===== config.mk =====
export PLATFORM = sky130hd
export DESIGN_NAME = ice51_boot_loader
export DESIGN_NICKNAME = d
export VERILOG_FILES = /design/src/rtl/ice51_boot_loader.sv
export SDC_FILE = /design/constraint.sdc
export NUM_CORES = 1
export LEC_CHECK = 0
export CAP_MARGIN = 5
export CORE_UTILIZATION = 54
export DETAILED_ROUTE_END_ITERATION = 16
export GPL_ROUTABILITY_DRIVEN = 0
export PLACE_DENSITY_LB_ADDON = 0.3
export SKIP_CTS_REPAIR_TIMING = 1
export SYNTH_ARGS = -nofsm -noshare
export SYNTH_HDL_FRONTEND = slang
export SYNTH_SLANG_ARGS = --single-unit
export TNS_END_PERCENT = 30

===== constraint.sdc =====
create_clock -name i_clk -period 2.4 [get_ports i_clk]
set_clock_uncertainty 0.05 [all_clocks]
set_input_delay 0.24 -clock i_clk [delete_from_list [all_inputs] [get_ports i_clk]]
set_output_delay 0.24 -clock i_clk [all_outputs]
set_load 0.01 [all_outputs]

===== src/rtl/ice51_boot_loader.sv =====
// ice51_boot_loader: 8N1 UART receiver and program loader for the ice51 core.
// The first MEM_SIZE received bytes are written to program memory at sequential
// addresses while the core is held in reset. Later bytes go to the core's
// serial receive register.
// Build option: define ICE51_PRELOAD_EN to start in the run state. Memory is then
// assumed to be loaded externally, and every byte is forwarded to the core.
module ice51_boot_loader #(
   parameter int BAUD_DIV = 104,
   parameter int MEM_SIZE = 1024,
   parameter int ADDR_W   = 10
) (
   input  logic              i_clk,
   input  logic              i_rst,
   input  logic              i_uart_rx,
   output logic              o_mem_we,
   output logic [ADDR_W-1:0] o_mem_addr,
   output logic [7:0]        o_mem_data,
   output logic              o_core_nrst,
   output logic              o_loaded,
   output logic              o_rx_valid,
   output logic [7:0]        o_rx_data,
   output logic              o_frame_err
);

   localparam int CNT_W = (BAUD_DIV > 2) ? $clog2(BAUD_DIV) : 1;
   localparam logic [CNT_W-1:0]  HALF_M1 = CNT_W'(BAUD_DIV / 2 - 1);
   localparam logic [CNT_W-1:0]  FULL_M1 = CNT_W'(BAUD_DIV - 1);
   localparam logic [ADDR_W-1:0] LAST_ADDR = ADDR_W'(MEM_SIZE - 1);

   typedef enum logic [2:0] {RX_IDLE, RX_START, RX_DATA, RX_STOP, RX_WAIT_IDLE} rx_state_t;
   typedef enum logic {LD_LOAD, LD_RUN} ld_state_t;

`ifdef ICE51_PRELOAD_EN
   localparam ld_state_t LD_RESET = LD_RUN;
`else
   localparam ld_state_t LD_RESET = LD_LOAD;
`endif

   logic             sync1_q, rxs_q;
   rx_state_t        rx_state_q, rx_state_d;
   logic [CNT_W-1:0] baud_q, baud_d;
   logic [2:0]       bit_q, bit_d;
   logic [7:0]       shift_q, shift_d;
   logic             byte_done;
   logic             frame_err_q, frame_err_d;

   ld_state_t        ld_state_q, ld_state_d;
   logic [ADDR_W-1:0] ptr_q, ptr_d;
   logic             mem_we_q, mem_we_d;
   logic [7:0]       mem_data_q, mem_data_d;
   logic             rx_valid_q, rx_valid_d;
   logic [7:0]       rx_data_q, rx_data_d;

   // Two-flop synchroniser for the asynchronous RX pin; idles high.
   always_ff @(posedge i_clk or posedge i_rst) begin
      if (i_rst) begin
         sync1_q <= 1'b1;
         rxs_q   <= 1'b1;
      end else begin
         sync1_q <= i_uart_rx;
         rxs_q   <= sync1_q;
      end
   end

   // Receiver state, bit and baud counters, shift register and error pulse.
   always_ff @(posedge i_clk or posedge i_rst) begin
      if (i_rst) begin
         rx_state_q  <= RX_IDLE;
         baud_q      <= '0;
         bit_q       <= '0;
         shift_q     <= '0;
         frame_err_q <= 1'b0;
      end else begin
         rx_state_q  <= rx_state_d;
         baud_q      <= baud_d;
         bit_q       <= bit_d;
         shift_q     <= shift_d;
         frame_err_q <= frame_err_d;
      end
   end

   // Receiver next state: a half-bit wait reaches mid start bit, then full-bit steps.
   always_comb begin
      rx_state_d  = rx_state_q;
      baud_d      = baud_q + 1'b1;
      bit_d       = bit_q;
      shift_d     = shift_q;
      byte_done   = 1'b0;
      frame_err_d = 1'b0;
      case (rx_state_q)
         RX_IDLE: begin
            baud_d = '0;
            if (!rxs_q) rx_state_d = RX_START;
         end
         RX_START: begin
            if (baud_q == HALF_M1) begin
               baud_d     = '0;
               bit_d      = '0;
               // If the line is already high again, the low level was a glitch.
               rx_state_d = rxs_q ? RX_IDLE : RX_DATA;
            end
         end
         RX_DATA: begin
            if (baud_q == FULL_M1) begin
               baud_d  = '0;
               shift_d = {rxs_q, shift_q[7:1]};
               if (bit_q == 3'd7) rx_state_d = RX_STOP;
               else               bit_d = bit_q + 3'd1;
            end
         end
         RX_STOP: begin
            if (baud_q == FULL_M1) begin
               baud_d = '0;
               if (rxs_q) begin
                  byte_done  = 1'b1;
                  rx_state_d = RX_IDLE;
               end else begin
                  frame_err_d = 1'b1;
                  rx_state_d  = RX_WAIT_IDLE;
               end
            end
         end
         RX_WAIT_IDLE: begin
            baud_d = '0;
            if (rxs_q) rx_state_d = RX_IDLE;
         end
         default: rx_state_d = RX_IDLE;
      endcase
   end

   // Loader state, write pointer and registered output strobes.
   always_ff @(posedge i_clk or posedge i_rst) begin
      if (i_rst) begin
         ld_state_q <= LD_RESET;
         ptr_q      <= '0;
         mem_we_q   <= 1'b0;
         mem_data_q <= '0;
         rx_valid_q <= 1'b0;
         rx_data_q  <= '0;
      end else begin
         ld_state_q <= ld_state_d;
         ptr_q      <= ptr_d;
         mem_we_q   <= mem_we_d;
         mem_data_q <= mem_data_d;
         rx_valid_q <= rx_valid_d;
         rx_data_q  <= rx_data_d;
      end
   end

   // Loader next state. The pointer advances in the cycle after the write pulse.
   // This keeps o_mem_addr equal to the written address while the pulse is high.
   always_comb begin
      ld_state_d = ld_state_q;
      ptr_d      = ptr_q;
      mem_we_d   = 1'b0;
      mem_data_d = mem_data_q;
      rx_valid_d = 1'b0;
      rx_data_d  = rx_data_q;
      case (ld_state_q)
         LD_LOAD: begin
            if (mem_we_q) begin
               if (ptr_q == LAST_ADDR) begin
                  ptr_d      = '0;
                  ld_state_d = LD_RUN;
               end else begin
                  ptr_d = ptr_q + 1'b1;
               end
            end
            if (byte_done) begin
               mem_we_d   = 1'b1;
               mem_data_d = shift_q;
            end
         end
         LD_RUN: begin
            if (byte_done) begin
               rx_valid_d = 1'b1;
               rx_data_d  = shift_q;
            end
         end
         default: ld_state_d = LD_RESET;
      endcase
   end

   assign o_mem_we    = mem_we_q;
   assign o_mem_addr  = ptr_q;
   assign o_mem_data  = mem_data_q;
   assign o_loaded    = (ld_state_q == LD_RUN);
   assign o_core_nrst = (ld_state_q == LD_RUN);
   assign o_rx_valid  = rx_valid_q;
   assign o_rx_data   = rx_data_q;
   assign o_frame_err = frame_err_q;

endmodule


==> results of run 1 <==
-- Yosys cell counts, drive strengths merged --
| cell type | instances | share of area, % |
|---|---|---|
| and3 | 1 | 0.26 |
| or3b | 1 | 0.36 |
| or2 | 2 | 0.51 |
| a21oi | 5 | 1.0 |
| a211o | 1 | 0.36 |
| nor2b | 1 | 0.26 |
| or3 | 4 | 1.0 |
| nor3b | 3 | 0.92 |
| nand4b | 3 | 1.7 |
| o22ai | 1 | 0.26 |
| nand2 | 11 | 1.7 |
| nand4bb | 2 | 0.92 |
| and4bb | 1 | 0.51 |
| inv | 7 | 1.1 |
| nor4 | 7 | 3.0 |
| buf | 5 | 1.4 |
| dfstp | 2 | 2.2 |
| a32oi | 2 | 0.72 |
| o31ai | 2 | 0.62 |
| dfrtp | 51 | 52 |
| and2 | 1 | 0.26 |
| clkbuf | 3 | 0.46 |
| o21ai | 10 | 2.1 |
| nand3 | 6 | 1.2 |
| xor2 | 4 | 1.4 |
| a2bb2oi | 1 | 0.36 |
| ha | 4 | 2.1 |
| nor2 | 7 | 1.1 |
| nand4 | 2 | 0.51 |
| o41ai | 1 | 0.67 |
| nand2b | 5 | 1.3 |
| mux2 | 25 | 12 |
| nor3 | 7 | 1.4 |
| or4 | 3 | 0.92 |
| a31oi | 1 | 0.26 |
| a21o | 1 | 0.31 |
| and4b | 2 | 0.82 |
| a211oi | 2 | 0.62 |
| o311a | 1 | 0.41 |
| xnor2 | 3 | 1.1 |
-- state kept, by name, summed over array words and instances (netlist names), 3 cells and up --
name and cells:
baud_q 7, bit_q 3, o_mem_addr 10, o_mem_data 8, o_rx_data 8, rx_state_q 3
shift_q 8
-- placed cells by master, fill, tap and decap left out, types with 3 or more instances in the layout --
| cell | instances |
|---|---|
| clkbuf_8 | 5 |
| nor3_1 | 7 |
| buf_4 | 4 |
| nor4_1 | 5 |
| xor2_1 | 4 |
| clkdlybuf4s50_1 | 33 |
| nand3_1 | 6 |
| mux2_2 | 25 |
| dfrtp_1 | 51 |
| nor2_1 | 7 |
| inv_1 | 6 |
| nand2b_1 | 5 |
| o21ai_0 | 10 |
| nand2_1 | 11 |
| or4_1 | 3 |
| nor3b_1 | 3 |
| ha_1 | 4 |
| xnor2_1 | 3 |
| or3_1 | 4 |
| a21oi_1 | 5 |
-- through the flow --
stage                     hold slack, ns  util [%]  power [uW]  setup WS [ns]
after floorplan                   0.1945         -       928.1         0.5820
after global placement            0.2962     64.68       938.9         0.3124
after detailed placement          0.2973     64.68       939.6         0.3193
after CTS                         0.2766     66.93        1473         0.3082
after global routing              0.2683     66.93        1514         0.2231
final                             0.2726     66.93        1458         0.3270
-- logic make-up (layout without fill, tap and decap cells) --
| logic type | count (synthesis) | count (layout) | share of synthesized area (%) |
|---|---|---|---|
| simple gates | 69 | 69 | 18.75 |
| compound gates | 28 | 28 | 7.653 |
| flops | 53 | 53 | 54.55 |
| buf+inv | 15 | 52 | 2.928 |
| xor+xnor | 7 | 7 | 2.517 |
| mux | 25 | 25 | 11.56 |
| fa+ha+maj | 4 | 4 | 2.055 |
-- worst reg2reg max path, delay by kind of cell (launching register included) --
family        cells  cell delay, ns
flops             1            0.46
mux               1            0.41
simple gates      2            1.04
-- where the power goes --
group / switching (uW) / internal [uW]
Sequential: 2.06 / 895
Clock: 317 / 220
Combinational: 17.2 / 5.67
-- final cells by class --
class / count / area [um^2]
timing repair buffer: 37 / 360.3
fill: 342 / 1440
clock inverter: 3 / 28.78
clock buffer: 5 / 68.82
tap: 52 / 65.06
sequential: 53 / 1329
multi-input combinational: 133 / 1036
inverter: 7 / 26.28
-- per-layer routing --
metal / vias up / global-route usage [%] / part of all wire, % / wire length (um)
met5: - / 0 / 0 / 0
met4: 0 / 8.163 / 1.4 / 63
met3: 9 / 4.094 / 3.7 / 162
met2: 36 / 31.82 / 49 / 2144
met1: 819 / 26.56 / 46 / 2021
li1: 807 / - / - / -
-- worst paths after layout --
check / from / endpoint / slack (ns) / depth (start not counted)
worst min-delay path: i_rst / o_rx_data[1]$_DFFE_PP0P_ / 0.27 / 2
worst min register to register: sync1_q$_DFF_PP1_ / rxs_q$_DFF_PP1_ / 0.31 / 0
worst max register to register: baud_q[3]$_DFF_PP0_ / o_mem_data[3]$_DFFE_PP0P_ / 0.33 / 3
worst max-delay path: baud_q[3]$_DFF_PP0_ / o_mem_data[3]$_DFFE_PP0P_ / 0.33 / 3
max in group asynchronous: i_rst / baud_q[3]$_DFF_PP0_ / 1.40 / 3
min in group i_clk: i_uart_rx / sync1_q$_DFF_PP1_ / 0.28 / 1
==> impl_metrics.tcl, run 1 <==
set metrics [dict create \
    cp-start-kind "flop" \
    nNetsFinal 244 \
    drive_above_1_share_pct 20.17 \
    io_buffers 33 \
    ioPinCount 34 \
    diodes 0 \
    syn_area_per_cell_um2 12.12 \
    clkTransAtPathRegs_ns 0.10 \
    cts_root_buffer "clkbuf_8" \
    start_util_pct 55.95 \
    ys_types 44 \
    grt_max_degree 35 \
    viasPerCell 5.762 \
    crit_type "flop to flop" \
    placed_area_um2 2816 \
    required_ns 2.56 \
    slew_headroom_pct 56.34 \
    cts_buffers 5 \
    wl_per_cell_um 15.14 \
    fp.dieH_um 69.17 \
    timing.final.crit_share_pct 86.38 \
    drtIter0Drc 74 \
    insertion_delay_ns 0.31 \
    cts_max_level 2 \
    critPathCaptureType "flop" \
    hold_viol 0 \
    yosys_warnings 0 \
    areaGrowthSynthToFinish_pct 19.62 \
    p_per_area_nw_per_um2 500.4 \
    dr_total_vias 1671 \
    dp_hpwl_mm 3.228 \
    ys_seq_area_share_pct 54.55 \
    synthesis.area_um2 2436 \
    ant_nets 0 \
    dp.cells 282 \
    final_cell_count_no_fill 290 \
    grt_pass1_vias 1617 \
    syn_nets 208 \
    core-area_um2 4354 \
    crit_arrival_ns 2.23 \
    cts_tree "done" \
    grt_setup_unrepaired "false" \
    grt_pass1_wl_mm 7.500 \
    antenna_found_initial 0 \
    crit_chain "nand2b_1 > nor4_4 > mux2_2" \
    clock.fmax_mhz 482.4 \
    wl_mm 4.392 \
    clock-sinks 53 \
    grt_overflow 0 \
    setup_viol 0 \
    max-cap-violations 0 \
    report.final.slew_viol_count 0 \
    drt_pass1_iterations 4 \
    critPathBufInv 0 \
    netlist_instances 201 \
    status "complete, no violations" \
    cp_top_family "simple AND/OR/NAND/NOR gates" \
    irDropWorstVdd_v 0.0004696 \
    fp.dieW_um 69.17 \
    cts_buffer_depth 2 \
    drc_errors 0 \
    slowest_delay_ns 0.67 \
    rows 24 \
    hold_class "primary input to async pin" \
    grtUsageTotal_pct 19.90 \
    critPathMaxFanout 9 \
    min_period_ns 2.073 \
    stdcell_area_um2 2914 \
    slowest_stage "nor4_4" \
    p_leak_uw 0.001291 \
    worst_pin_slew_ns 0.6540 \
    synth-seq-cells 53 \
    dieArea_um2 4784 \
    tns_ns 0 \
]
(Power assumes the default switching activity.)
==> inputs of run 2 (changes only) <==
--- a/config.mk
+++ b/config.mk
@@ -6,8 +6,10 @@
 export NUM_CORES = 1
 export LEC_CHECK = 0
 export CAP_MARGIN = 5
-export CORE_UTILIZATION = 54
+export CORE_ASPECT_RATIO = 1.2
+export CORE_UTILIZATION = 62
 export DETAILED_ROUTE_END_ITERATION = 16
+export DONT_BUFFER_PORTS = 1
 export GPL_ROUTABILITY_DRIVEN = 0
 export PLACE_DENSITY_LB_ADDON = 0.3
 export SKIP_CTS_REPAIR_TIMING = 1
==> impl_metrics.tcl, run 2 (synthesis gave the netlist of run 1 again) <==
set metrics [dict create \
    status "complete, no violations" \
    required_ns 2.55 \
    r2r-end "o_mem_data[6]$_DFFE_PP0P_" \
    crit_type "flop to flop" \
    seqPwrFrac_pct 62.2 \
    dp_hpwl_mm 3.078 \
    cp-startpoint "baud_q[3]$_DFF_PP0_" \
    clock-sinks 53 \
    layout_commonest_cell "dfrtp_1" \
    drt_pass1_iterations 5 \
    power_switching_uw 309.1 \
    p_int_uw 1133 \
    cts_buffers 5 \
    insertion_delay_ns 0.31 \
    clkTransAtPathRegs_ns 0.09 \
    hold_depth 0 \
    dp.cells 248 \
    fp.dieW_um 59.22 \
    fp.dieH_um 70.67 \
    p_per_area_nw_per_um2 555.9 \
    most-common-layout-cells "dfrtp_1 (51), mux2_2 (25), nand2_1 (11), o21ai_0 (10)" \
    cts_buffer_depth 2 \
    dr_total_vias 1627 \
    timing.final.crit_share_pct 86.26 \
    grt_max_degree 54 \
    grt_pass1_vias 1643 \
    drc_errors 0 \
    holdWs_ns 0.3099 \
    dieArea_um2 4185 \
    min_period_ns 2.070 \
    grtUsageTotal_pct 23.64 \
    wl_mm 4.447 \
    min-delay-start "sync1_q$_DFF_PP1_" \
    p_leak_uw 0.001182 \
    slew_headroom_pct 54.91 \
    critPathCaptureType "flop" \
    cts_root_buffer "clkbuf_8" \
    worst_pin_slew_ns 0.6691 \
    crit_arrival_ns 2.22 \
    report.final.slew_viol_count 0 \
    tns_ns 0 \
    irDropWorstVdd_v 0.0004601 \
    cts_max_level 2 \
    reg2regPathDepth 3 \
    start_util_pct 65.96 \
    grt_overflow 0 \
    setup_viol 0 \
    clock.fmax_mhz 483.0 \
    hold_class "flop to flop" \
    hold_viol 0 \
    rows 24 \
    ioPinCount 34 \
    io_buffers 0 \
    wl_per_cell_um 17.24 \
    grt_pass1_wl_mm 7.403 \
    grt_setup_unrepaired "false" \
    ant_nets 0 \
    nNetsFinal 212 \
    cts_tree "done" \
    rrSetupSlack_ns 0.33 \
    pwr-share-clk_pct 36.3 \
    p_sw_share_pct 21.43 \
    critPathMaxFanout 9 \
    drtIter0Drc 72 \
    viasPerCell 6.306 \
    cp-start-kind "flop" \
    drive_above_1_share_pct 22.82 \
    areaGrowthSynthToFinish_pct 6.523 \
    r2r-start "baud_q[3]$_DFF_PP0_" \
    whs_endpoint "rxs_q$_DFF_PP1_" \
    diodes 0 \
    antenna_found_initial 0 \
    largest_reg_flops 10 \
    core-area_um2 3694 \
    comb_power_share_pct 1.5 \
    final_cell_count_no_fill 258 \
    max-cap-violations 0 \
]
-- run 2: cell types whose count changed in the layout (fill, tap and decap cells not counted) --
cell | before | now
clkdlybuf4s50_1 | 33 | 0
dlygate4sd3_1 | 0 | 2
inv_6 | 2 | 0
buf_4 | 4 | 3
clkbuf_8 | 5 | 6
clkinv_2 | 0 | 1
clkinv_4 | 0 | 1
inv_8 | 1 | 0
-- run 2: layout make-up --
cell class / instances / area [um^2]
Multi-Input combinational cell: 133 / 1036
Inverter: 7 / 26.28
Sequential cell: 53 / 1329
Clock inverter: 2 / 13.76
Tap cell: 52 / 65.06
Clock buffer: 6 / 82.58
Timing Repair Buffer: 5 / 42.54
Fill cell: 263 / 1099
-- run 2: how the worst max path moves through the flow --
stage | to
floorplan | o_mem_data[0]$_DFFE_PP0P_
global placement | o_mem_data[7]$_DFFE_PP0P_
detailed placement | o_mem_data[7]$_DFFE_PP0P_
CTS | o_mem_data[6]$_DFFE_PP0P_
global route | o_mem_data[5]$_DFFE_PP0P_
finish | o_mem_data[6]$_DFFE_PP0P_
-- run 2: worst max-delay path: stages, from the launching register on --
cell	delay, ns
dfrtp_1	0.47
nand2b_1	0.38
nor4_4	0.65
mux2_2	0.41
-- run 2: layer usage --
| metal | vias to the layer above | global-route usage [%] | wire (um) |
|---|---|---|---|
| met5 | - | 0 | 0 |
| met4 | 0 | 8.201 | 70 |
| met3 | 8 | 6.764 | 266 |
| met2 | 65 | 39.20 | 2407 |
| met1 | 814 | 29.16 | 1702 |
| li1 | 740 | - | - |
-- run 2: metrics by stage --
step,worst slack (ns),utilization [%],total power [uW],area (um^2)
floorplan,0.5820,-,928.1,2436
detailed placement,0.2845,67.11,934.7,2479
finish,0.3296,70.26,1443,2595
global route,0.1624,70.26,1489,2595
global placement,0.3855,67.11,933.6,2479
CTS,0.2826,69.72,1447,2575
-- run 2: power groups by stage --
stage          Sequential [uW]  Combinational (uW)  Clock (uW)
2_1_floorplan              914                13.9           0
3_3_place_gp               915                18.8           0
3_5_place_dp               915                19.9           0
4_1_cts                    897                19.8         530
5_1_grt                    898                25.5         566
6_report                   897                21.4         524
==> inputs of run 3 (changes only) <==
--- a/config.mk
+++ b/config.mk
@@ -6,7 +6,7 @@
 export NUM_CORES = 1
 export LEC_CHECK = 0
 export CAP_MARGIN = 5
-export CORE_ASPECT_RATIO = 1.2
+export CORE_ASPECT_RATIO = 0.5
 export CORE_UTILIZATION = 62
 export DETAILED_ROUTE_END_ITERATION = 16
 export DONT_BUFFER_PORTS = 1
==> impl_metrics.tcl, run 3 (synthesis gave the netlist of run 1 again) <==
set metrics [dict create \
    critPathCaptureType "flop" \
    nFillCells 240 \
    crit_arrival_ns 2.31 \
    fp.dieH_um 46.33 \
    io_buffers 0 \
    hold_viol 0 \
    irDropWorstVdd_v 0.0003913 \
    min-delay-start "sync1_q$_DFF_PP1_" \
    status "complete, no violations" \
    timing.final.crit_share_pct 90.11 \
    ant_nets 0 \
    viasPerCell 6.251 \
    slew_headroom_pct 53.89 \
    cts_tree "done" \
    report.final.slew_viol_count 0 \
    cts_root_buffer "clkbuf_8" \
    rrSetupSlack_ns 0.24 \
    rows 15 \
    diodes 0 \
    cts_buffer_depth 2 \
    p_per_area_nw_per_um2 581.0 \
    drt_pass1_iterations 5 \
    drc_errors 0 \
    antenna_found_initial 0 \
    grt_pass1_vias 1569 \
    clock.fmax_mhz 462.4 \
    cp-startpoint "baud_q[0]$_DFF_PP0_" \
    areaGrowthSynthToFinish_pct 7.756 \
    cp-start-kind "flop" \
    nNetsFinal 214 \
    wl_per_cell_um 17.58 \
    crit_type "flop to flop" \
    layout_commonest_cell "dfrtp_1" \
    p_leak_uw 0.001199 \
    wl_mm 4.553 \
    cts_max_level 2 \
    grt_setup_unrepaired "false" \
    drive_above_1_share_pct 23.56 \
    tns_ns 0 \
    setup_viol 0 \
    dr_total_vias 1619 \
    clock-sinks 53 \
    grtUsageTotal_pct 23.46 \
    grt_overflow 0 \
    grt_max_degree 29 \
    start_util_pct 67.96 \
    required_ns 2.55 \
    holdWs_ns 0.3116 \
    drtIter0Drc 144 \
    ioPinCount 34 \
    min_period_ns 2.163 \
    worst_pin_slew_ns 0.6866 \
    critPathMaxFanout 9 \
    grt_pass1_wl_mm 7.396 \
    insertion_delay_ns 0.31 \
    dp_hpwl_mm 3.156 \
    largest_reg_flops 10 \
    r2r-start "baud_q[0]$_DFF_PP0_" \
    clkTransAtPathRegs_ns 0.09 \
    most-common-layout-cells "dfrtp_1 (51), mux2_2 (25), nand2_1 (11), o21ai_0 (10)" \
    cts_buffers 5 \
    core-area_um2 3585 \
    fp.dieW_um 90.65 \
    max-cap-violations 0 \
    hold_class "flop to flop" \
    dieArea_um2 4199 \
]
run 3: changes by cell type in the layout (fill, tap and decap cells not counted):
| cell | previous run | this run |
|---|---|---|
| bufinv_16 | 0 | 1 |
| clkinv_4 | 1 | 0 |
| inv_6 | 0 | 1 |
| buf_4 | 3 | 5 |
| clkbuf_8 | 6 | 5 |
run 3: final cells by class:
class	count	area, um^2	share of cell area [%]
multi-input cells	133	1036	39.47
inverters	7	26.28	1.001
clock inverters	3	43.79	1.668
well taps	51	63.81	2.431
repair buffers	7	57.56	2.193
flip-flops and latches	53	1329	50.62
clock buffers	5	68.82	2.622
run 3: worst paths after layout:
path                                             endpoint  cells after the start
worst max-delay path            o_mem_data[3]$_DFFE_PP0P_                      4
worst min-delay path                      rxs_q$_DFF_PP1_                      0
worst max register to register  o_mem_data[3]$_DFFE_PP0P_                      4
worst min register to register            rxs_q$_DFF_PP1_                      0
max in group asynchronous       o_mem_data[6]$_DFFE_PP0P_                      3
min in group asynchronous       rx_state_q[1]$_DFFE_PP0P_                      2
run 3: worst max-delay path, cell delays in order, from the launching register on:
cell and delay, ns:
dfrtp_1 0.40, ha_1 0.33, nand4b_4 0.23, nor4_4 0.64, mux2_2 0.41
run 3: per-layer routing:
| metal | GRT usage (%) | routed length [um] | share of wire, % | vias to the layer above |
|---|---|---|---|---|
| met5 | 0 | 0 | 0 | - |
| met4 | 8.710 | 54 | 1.2 | 0 |
| met3 | 6.271 | 232 | 5.1 | 7 |
| met2 | 41.06 | 2150 | 47 | 44 |
| met1 | 29.15 | 2116 | 46 | 823 |
| li1 | - | - | - | 745 |
run 3: metrics by stage:
step           total power [uW]  area (um^2)  worst slack [ns]  cells  util [%]
2_1_floorplan             928.1         2436            0.5820    201         -
3_3_place_gp              935.9         2492            0.3329    249     69.53
3_5_place_dp              936.4         2492            0.2580    249     69.53
4_1_cts                    1537         2605            0.2326    257     72.67
5_1_grt                    1570         2625            0.1281    259     73.23
6_report                   1525         2625            0.2375    259     73.23
run 3: where the power goes:
part           internal [uW]  switching, uW  total [uW]
sequential               895           1.82         897
clock                    313            292         605
combinational           5.05           17.9        22.9
